## config.mk

```make
export PLATFORM = sky130hd
export DESIGN_NAME = arcade_input_mapper
export DESIGN_NICKNAME = d
export VERILOG_FILES = /design/src/rtl/arcade_input_mapper.sv
export SDC_FILE = /design/constraint.sdc
export NUM_CORES = 1
export LEC_CHECK = 0
export CELL_PAD_IN_SITES_DETAIL_PLACEMENT = 1
export CELL_PAD_IN_SITES_GLOBAL_PLACEMENT = 1
export CORE_MARGIN = 2
export CORE_UTILIZATION = 30
export CTS_CLUSTER_SIZE = 40
export DETAILED_ROUTE_END_ITERATION = 10
export PLACE_DENSITY = 0.79
export SYNTH_ARGS = -nofsm -noshare
export SYNTH_HDL_FRONTEND = slang
export SYNTH_SLANG_ARGS = --single-unit
```

## constraint.sdc

```tcl
create_clock -name clk_sys -period 3.04 [get_ports clk_sys]
set_input_delay 0.912 -clock clk_sys [delete_from_list [all_inputs] [get_ports clk_sys]]
set_output_delay 0.912 -clock clk_sys [all_outputs]
set_load 0.005 [all_outputs]
```

## src/rtl/arcade_input_mapper.sv

```systemverilog
// Player-input front end: merges HPS joystick words and PS/2 key events into per-player
// controls with SOCD cleaning, stretched coin pulses, and DIP/mod capture from the HPS channel.
module arcade_input_mapper #(
    parameter int unsigned PLAYERS    = 2,
    parameter int unsigned DIP_BYTES  = 8,
    parameter logic [15:0] COIN_PULSE = 16'd4000,
    parameter logic [15:0] COIN_GAP   = 16'd4000,
    parameter int unsigned SOCD       = 1
) (
    input  logic                     clk_sys,
    input  logic                     reset,
    input  logic [10:0]              ps2_key,
    input  logic [16*PLAYERS-1:0]    joy_in,
    input  logic                     ioctl_wr,
    input  logic [7:0]               ioctl_index,
    input  logic [24:0]              ioctl_addr,
    input  logic [7:0]               ioctl_dout,
    output logic [8*PLAYERS-1:0]     p_out,
    output logic [7:0]               merged_out,
    output logic [PLAYERS-1:0]       start_out,
    output logic [PLAYERS-1:0]       coin_out,
    output logic [8*DIP_BYTES-1:0]   dip_out,
    output logic [7:0]               mod_out
);

    typedef enum logic [1:0] {StIdle, StPulse, StGap} coin_state_e;

    // Result is {hit, player[1:0], lane[3:0]}; lanes 0..7 directions/fire, 8 start, 9 coin.
    function automatic logic [6:0] key_map(input logic [7:0] code);
        case (code)
            8'h74: key_map = {1'b1, 2'd0, 4'd0};
            8'h6B: key_map = {1'b1, 2'd0, 4'd1};
            8'h72: key_map = {1'b1, 2'd0, 4'd2};
            8'h75: key_map = {1'b1, 2'd0, 4'd3};
            8'h14: key_map = {1'b1, 2'd0, 4'd4};
            8'h11: key_map = {1'b1, 2'd0, 4'd5};
            8'h29: key_map = {1'b1, 2'd0, 4'd6};
            8'h12: key_map = {1'b1, 2'd0, 4'd7};
            8'h34: key_map = {1'b1, 2'd1, 4'd0};
            8'h23: key_map = {1'b1, 2'd1, 4'd1};
            8'h2B: key_map = {1'b1, 2'd1, 4'd2};
            8'h2D: key_map = {1'b1, 2'd1, 4'd3};
            8'h1C: key_map = {1'b1, 2'd1, 4'd4};
            8'h1B: key_map = {1'b1, 2'd1, 4'd5};
            8'h15: key_map = {1'b1, 2'd1, 4'd6};
            8'h1D: key_map = {1'b1, 2'd1, 4'd7};
            8'h05, 8'h16: key_map = {1'b1, 2'd0, 4'd8};
            8'h06, 8'h1E: key_map = {1'b1, 2'd1, 4'd8};
            8'h26: key_map = {1'b1, 2'd2, 4'd8};
            8'h25: key_map = {1'b1, 2'd3, 4'd8};
            8'h76, 8'h2E: key_map = {1'b1, 2'd0, 4'd9};
            8'h36: key_map = {1'b1, 2'd1, 4'd9};
            8'h3D: key_map = {1'b1, 2'd2, 4'd9};
            8'h3E: key_map = {1'b1, 2'd3, 4'd9};
            default: key_map = 7'd0;
        endcase
    endfunction

    logic                       tog_q;
    logic                       key_ev;
    logic [6:0]                 key_dec;
    logic [PLAYERS-1:0][9:0]    key_q;

    logic [7:0]                 raw;
    logic [PLAYERS-1:0][7:0]    clean;
    logic [7:0]                 merged_d;
    logic [PLAYERS-1:0]         start_d;
    logic [PLAYERS-1:0]         req;
    logic [PLAYERS-1:0]         req_q;

    logic [PLAYERS-1:0][7:0]    p_q;
    logic [7:0]                 merged_q;
    logic [PLAYERS-1:0]         start_q;
    logic [PLAYERS-1:0]         coin_q;

    coin_state_e                state_q [PLAYERS];
    coin_state_e                state_d [PLAYERS];
    logic [15:0]                cnt_q   [PLAYERS];
    logic [15:0]                cnt_d   [PLAYERS];

    // Configuration survives core reset; initialisers give the power-up value.
    logic [DIP_BYTES-1:0][7:0]  dip_q = '0;
    logic [7:0]                 mod_q = '0;

    logic                       unused_bits;

    assign key_dec = key_map(ps2_key[7:0]);
    assign key_ev  = ps2_key[10] != tog_q;

    always_ff @(posedge clk_sys) begin
        tog_q <= ps2_key[10];
        if (reset) begin
            key_q <= '0;
        end else if (key_ev && key_dec[6]) begin
            for (int p = 0; p < PLAYERS; p++) begin
                if (key_dec[5:4] == 2'(p)) key_q[p][key_dec[3:0]] <= ps2_key[9];
            end
        end
    end

    always_comb begin
        raw         = '0;
        clean       = '0;
        merged_d    = '0;
        start_d     = '0;
        req         = '0;
        unused_bits = ps2_key[8];
        for (int p = 0; p < PLAYERS; p++) begin
            raw = key_q[p][7:0] | joy_in[16*p +: 8];
            if (SOCD != 0) begin
                if (raw[0] && raw[1]) raw[1:0] = 2'b00;
                if (raw[2] && raw[3]) raw[3:2] = 2'b00;
            end
            clean[p]    = raw;
            merged_d    = merged_d | raw;
            start_d[p]  = key_q[p][8] | joy_in[16*p+8];
            req[p]      = key_q[p][9] | joy_in[16*p+9];
            unused_bits = unused_bits ^ (^joy_in[16*p+10 +: 6]);
        end
    end

    always_comb begin
        for (int p = 0; p < PLAYERS; p++) begin
            state_d[p] = state_q[p];
            cnt_d[p]   = cnt_q[p];
            case (state_q[p])
                StIdle: begin
                    if (req[p] && !req_q[p]) begin
                        state_d[p] = StPulse;
                        cnt_d[p]   = '0;
                    end
                end
                StPulse: begin
                    if (cnt_q[p] == COIN_PULSE - 16'd1) begin
                        state_d[p] = StGap;
                        cnt_d[p]   = '0;
                    end else begin
                        cnt_d[p] = cnt_q[p] + 16'd1;
                    end
                end
                StGap: begin
                    if (cnt_q[p] == COIN_GAP - 16'd1) begin
                        state_d[p] = StIdle;
                        cnt_d[p]   = '0;
                    end else begin
                        cnt_d[p] = cnt_q[p] + 16'd1;
                    end
                end
                default: begin
                    state_d[p] = StIdle;
                    cnt_d[p]   = '0;
                end
            endcase
        end
    end

    always_ff @(posedge clk_sys) begin
        if (reset) begin
            for (int p = 0; p < PLAYERS; p++) begin
                state_q[p] <= StIdle;
                cnt_q[p]   <= '0;
            end
            // Track the live request so a coin held across reset is not seen as a new edge.
            req_q    <= req;
            p_q      <= '0;
            merged_q <= '0;
            start_q  <= '0;
            coin_q   <= '0;
        end else begin
            for (int p = 0; p < PLAYERS; p++) begin
                state_q[p] <= state_d[p];
                cnt_q[p]   <= cnt_d[p];
                coin_q[p]  <= state_q[p] == StPulse;
            end
            req_q    <= req;
            p_q      <= clean;
            merged_q <= merged_d;
            start_q  <= start_d;
        end
    end

    always_ff @(posedge clk_sys) begin
        if (ioctl_wr && ioctl_index == 8'd254) begin
            for (int n = 0; n < DIP_BYTES; n++) begin
                if (ioctl_addr == 25'(n)) dip_q[n] <= ioctl_dout;
            end
        end
        if (ioctl_wr && ioctl_index == 8'd1) mod_q <= ioctl_dout;
    end

    assign p_out      = p_q;
    assign merged_out = merged_q;
    assign start_out  = start_q;
    assign coin_out   = coin_q;
    assign dip_out    = dip_q;
    assign mod_out    = mod_q;

endmodule

```

==> results.cfg, run 1 <==
[status]
status = completed

[sta]
relSlewSlack_pct = 38.04
fin_tns_setup_ns = 0
final.setup_skew_ns = 0.008430
worst_pin_slew_ns = 0.9272
timing_hold_violations_final = 0
max_freq_mhz = 341.9
setup_viol = 0
finalCritPeriodShare_pct = 96.22
maxSlewViolCount = 0
finalCriticalPeriod_ns = 2.925

[worst_setup_path]
path_buf_inv = 3
r2r-start = cnt_q[0][0]$_SDFFE_PP0P_
startpoint_type = primary input
cp_num_cells = 9
critPathSlowestCell = clkdlybuf4s50_1
critPathCaptureType = flip-flop
r2r_end = cnt_q[0][3]$_SDFFE_PP0P_
critical_path_class = in -> reg
crit_chain = clkdlybuf4s50_1 > buf_4 > and3b_2 > a31o_4 > a221oi_4 > buf_6 > o221ai_4 > nor4_4 > mux2i_1
required_ns = 3.38
path_max_fanout = 7
slowest_delay_ns = 0.45
cp.arrival_ns = 3.27
r2r_slack_ns = 0.96
cpLargestDelayFamily = buffers and inverters
reg2reg_depth = 6
endpoint = key_q[9]$_SDFFE_PP0P_
critPathLaunch = ps2_key[3]

[logic_synthesis]
syn_area_um2 = 6543
yosys_warnings = 0
synth_xor_area_share_pct = 3.748
synth_compound_area_share_pct = 7.898
synth_ff_type = dfxtp_1
synth_top_area_cell = edfxtp_1
synth_edf_count = 72
syn_area_per_cell_um2 = 11.48
synth_area_leaders = edfxtp_1 (33%), dfxtp_1 (27%), nor2_1 (4.2%)
ys_seq_area_share_pct = 59.67
muxShareOfSynthArea_pct = 3.978
syn-instance-count = 570
async_reset_ff_share_pct = 0
synth_fa_ha_area_share_pct = 2.677
synth.top_cell.area_share_pct = 33.05
ys_ff_latch = 159
synthSimpleGateAreaFrac_pct = 19.64
synth.most_common_cell = dfxtp_1
synth_cell_types = 65
synthTopCellsByCount = dfxtp_1 (87), nor2_1 (74), edfxtp_1 (72)
syn-num-nets = 671
synth_top_family_by_area = simple AND/OR/NAND/NOR gates

[layout]
drive_gt1_share_pct = 17.71
antennaDiodeCount = 0
area_growth_pct = 50.72
num-nets-final = 901
fillers = 2309

[floorplan]
fp-row-count = 54
num_io_pins = 187
die_h_um = 151.7
die_area_um2 = 23010
fp.dieW_um = 151.7
initial_utilization_pct = 30.26
core_um2 = 21620

[clock_tree]
cts-root-buf = clkbuf_16
cts_hold_buf = 0
clock_path_buffers = 2
cts_tree = yes
clkSinkCount = 159
path_clk_slew_ns = 0.07
clock_latency_ns = 0.42
h-tree-depth = 4
cts_made_buffers = 17

[place]
dp_hpwl_um = 14310
port_buffers = 173
gp_congestion = 0.8385

[detailed_routing]
postRouteAntennaNets = 0
drt_first_iter_violations = 221
wire_per_inst_um = 17.81
routed_wl_um = 19470
routed_via_density = 4.847
drc_errors = 0
firstDrtPassIters = 4
vias = 5298

[hold_path]
hold_class = reg -> reg

[global_route]
grt_overflow = 0
antenna_found_initial = 1
grt_use_total_pct = 16.97
grt_pass1_vias = 5548
grt_max_degree = 31
grt_pass1_wl_um = 29860

[power]
finalPower_mw = 5.183
power_density_nw_per_um2 = 525.6
power_leakage_nw = 3.503
ir_drop_v = 0.0003568

[job]
drv_cap = 0
-- kinds of logic (layout without fill, tap and decap cells) --
logic type      count (synthesis)  after routing
xor+xnor                       28             28
buf+inv                        34            276
simple gates                  240            240
compound gates                 69             70
mux                            26             26
flops                         159            159
fa+ha+maj                      14             14
-- through the flow --
stage          std cells  setup WS (ns)  cell area (um^2)  util [%]  hold WS (ns)
2_1_floorplan        570         0.1789              6543         -        0.4125
3_3_place_gp        1058        -0.4856              8939     41.34        0.4520
3_5_place_dp        1058        -0.5657              8939     41.34        0.4561
4_1_cts             1091       -0.03340              9679     44.77        0.4716
5_1_grt             1093       -0.01339              9861     45.61        0.4862
6_report            1093         0.1150              9861     45.61        0.4717
-- state kept, by name, summed over array words and instances (netlist names) --
signal      flops
state_q         4
start_out       2
mod_out         8
key_q          20
req_q           2
coin_out        2
dip_out        64
cnt_q          32
tog_q           1
merged_out      8
p_out          16
-- what timing repair did --
action / 4_1_cts / 5_1_grt
pin swaps: 2 / 9
cloned: 1 / 0
buffers inserted: 0 / 2
endpoints found under the setup margin: 17 / 20
resized for setup: 17 / 30
-- power breakdown --
group          switching, mW  internal [mW]
combinational          0.361          0.330
clock                   1.05           1.13
sequential            0.0264           2.28
-- how the worst min path moves through the flow --
stage	cells past startpoint	endpoint	start	slack [ns]
2_1_floorplan	2	req_q[0]$_DFF_P_	key_q[9]$_SDFFE_PP0P_	0.41
3_3_place_gp	1	p_out[10]$_SDFF_PP0_	key_q[13]$_SDFFE_PP0P_	0.45
6_report	1	p_out[2]$_SDFF_PP0_	key_q[3]$_SDFFE_PP0P_	0.47
4_1_cts	1	p_out[2]$_SDFF_PP0_	key_q[3]$_SDFFE_PP0P_	0.47
3_5_place_dp	1	p_out[2]$_SDFF_PP0_	key_q[3]$_SDFFE_PP0P_	0.46
5_1_grt	1	p_out[9]$_SDFF_PP0_	key_q[10]$_SDFFE_PP0P_	0.49
-- per-layer routing --
| layer | wire, um | vias up | global-route usage (%) |
|---|---|---|---|
| li1 | - | 2532 | - |
| met1 | 7949 | 2581 | 19.62 |
| met2 | 9815 | 166 | 30.90 |
| met3 | 1401 | 17 | 4.251 |
| met4 | 286 | 2 | 4.954 |
| met5 | 13 | - | 0 |
-- cell type report --
cell class / count / area, um^2 / area share [%]
Timing Repair Buffer: 231 / 2177 / 22.08
Multi-Input combinational cell: 378 / 2759 / 27.98
Clock buffer: 17 / 425.4 / 4.314
Tap cell: 280 / 350.3 / 3.553
Sequential cell: 159 / 3904 / 39.59
Inverter: 13 / 48.80 / 0.4949
Clock inverter: 15 / 196.4 / 1.992
-- worst reg2reg max path: cells and delay by family, from the launching register on --
kind            cells  cell delay (ns)
simple gates        4             0.82
compound gates      1             0.46
flops               1             0.38
fa+ha+maj           1             0.28
-- layout by cell type (no fill, tap or decap), drive strengths merged, types with 3 or more instances in the layout --
master	instances
mux2i	26
nand3b	3
nor2	74
and4	4
a31oi	3
and2	3
xor2	21
a311oi	3
inv	21
a21oi	20
clkbuf	17
clkinv	7
nor2b	6
xnor2	7
dlymetal6s2s	3
nor4b	6
ha	14
or2	5
nand3	14
a21o	3
or3	4
nor3	5
o21ai	18
and3	8
nand2b	34
dfxtp	87
nand2	28
buf	59
nand4	8
nor4	30
edfxtp	72
clkdlybuf4s50	169
o221ai	3
Note: power is estimated with default switching activity, not from simulation.
==> run 2, diff against run 1 <==
Settings changed: ABC_AREA from default to 0, MAX_ROUTING_LAYER from default to met4.
==> run 2 against run 1 <==
- global-route usage rose by 0.49 points
- power barely moved
- maximum frequency fell by 0.19%
- first-iteration DRC count fell by 15%
- wire length barely moved
- register-to-register slack barely moved
- combinational power barely moved
- sequential cell count did not move
- final cell count barely moved
- sequential share of layout area barely moved
- cell area barely moved
- setup slack got worse by 0.0057 ns
- critical path type unchanged
==> results.cfg, run 2 (synthesis results as in run 1) <==
[worst_setup_path]
required_ns = 3.34
r2r_slack_ns = 0.96
startpoint_type = primary input
critPathCaptureType = flip-flop
cp.arrival_ns = 3.23
critical_path_class = in -> reg
path_max_fanout = 8

[hold_path]
hold_class = reg -> reg

[layout]
fillers = 2310
drive_gt1_share_pct = 17.71
final_cell_mix = clkdlybuf4s50_1 (169), dfxtp_1 (87), nor2_1 (74), edfxtp_1 (72), buf_4 (56)
regArea_um2 = 3904
num-nets-final = 901
largest_reg_flops = 64
area_growth_pct = 50.76
final_util_pct = 45.62
multi_input_area_um2 = 2759
mostFrequentLayoutCell = clkdlybuf4s50_1

[clock_tree]
cts_hold_buf = 0
clock_latency_ns = 0.42
cts_tree = yes
cts_made_buffers = 17
path_clk_slew_ns = 0.07
clkSinkCount = 159
cts-root-buf = clkbuf_16
h-tree-depth = 4
clock_path_buffers = 2

[sta]
relSlewSlack_pct = 40.89
finalCriticalPeriod_ns = 2.931
finalCritPeriodShare_pct = 96.40
timing_hold_violations_final = 0
max_freq_mhz = 341.2
maxSlewViolCount = 0
fin_tns_setup_ns = 0
worst_pin_slew_ns = 0.8845
setup_viol = 0
final.setup_skew_ns = 0.009084

[global_route]
grt_max_degree = 31
grt_pass1_wl_um = 29870
grt_pass1_vias = 5547
grt_overflow = 0
grt_use_total_pct = 17.46
antenna_found_initial = 1

[detailed_routing]
postRouteAntennaNets = 0
drc_errors = 0
wire_per_inst_um = 17.78
firstDrtPassIters = 4
drt_first_iter_violations = 187
vias = 5279
routed_wl_um = 19460
routed_via_density = 4.825

[place]
port_buffers = 173
gp_congestion = 0.8515
dp_hpwl_um = 14310

[job]
drv_cap = 0

[floorplan]
die_h_um = 151.7
core_um2 = 21620
fp.dieW_um = 151.7
die_area_um2 = 23010
num_io_pins = 187
initial_utilization_pct = 30.26
fp-row-count = 54

[power]
ir_drop_v = 0.0003561
power_density_nw_per_um2 = 525.2
finalPower_mw = 5.180
power_leakage_nw = 3.503

[status]
status = completed
## run 2: layer usage
metal,wire length [um],global-route usage [%],vias to the layer above,part of all wire [%]
met2,9783,31.04,163,50
met3,1362,4.072,15,7.0
met4,285,4.954,0,1.5
met5,0,-,-,0
li1,-,-,2534,-
met1,8023,19.62,2567,41
## run 2: path summary, 6_finish.rpt
| check | startpoint | endpoint | cells after the start |
|---|---|---|---|
| min | key_q[3]$_SDFFE_PP0P_ | p_out[2]$_SDFF_PP0_ | 1 |
| max reg2reg | cnt_q[0][0]$_SDFFE_PP0P_ | cnt_q[0][3]$_SDFFE_PP0P_ | 6 |
| max | ps2_key[3] | key_q[10]$_SDFFE_PP0P_ | 10 |
| min reg2reg | key_q[3]$_SDFFE_PP0P_ | p_out[2]$_SDFF_PP0_ | 1 |
## run 2: cell type report
type	count	share of cell area (%)
repair buffers	231	22.07
clock buffers	17	4.313
diodes	1	0.02537
inverters	13	0.4947
well taps	280	3.552
multi-input cells	378	27.97
clock inverters	15	1.992
flip-flops and latches	159	39.58
## run 2: worst max-delay path, stage by stage
cell	delay, ns
clkdlybuf4s50_1	0.45
buf_4	0.18
and3b_2	0.22
o21ai_0	0.24
a211oi_2	0.11
buf_4	0.17
o21ai_2	0.59
nor4_4	0.08
buf_4	0.16
mux2i_1	0.10
## run 2: repair_timing
action                                  4_1_cts  5_1_grt
gates cloned                                  1        0
endpoints found under the setup margin       17       20
buffers inserted                              0        2
pin swaps                                     2        9
resized for setup                            17       30
## run 2: power breakdown
part           internal, mW  total [mW]  switching (mW)
registers              2.28        2.30          0.0264
clock network          1.13        2.18            1.05
logic                 0.330       0.691           0.360
## run 2: stage by stage
stage	hold slack (ns)	instance area, um^2	setup WS (ns)	instances
5_1_grt	0.4862	9863	-0.01341	1094
6_report	0.4743	9863	0.1094	1094
4_1_cts	0.4716	9679	-0.03340	1091
2_1_floorplan	0.4125	6543	0.1789	570
3_3_place_gp	0.4520	8939	-0.4856	1058
3_5_place_dp	0.4561	8939	-0.5657	1058
==> run 3, diff against run 2 <==
--- a/constraint.sdc
+++ b/constraint.sdc
@@ -3,2 +3,2 @@
 set_output_delay 0.912 -clock clk_sys [all_outputs]
-set_load 0.005 [all_outputs]
+set_load 0.01 [all_outputs]
==> results of run 3 <==
Same layout as run 2 (identical final DEF). Status: completed.
Main changes from that run: total power 5.180 mW -> 5.189 mW
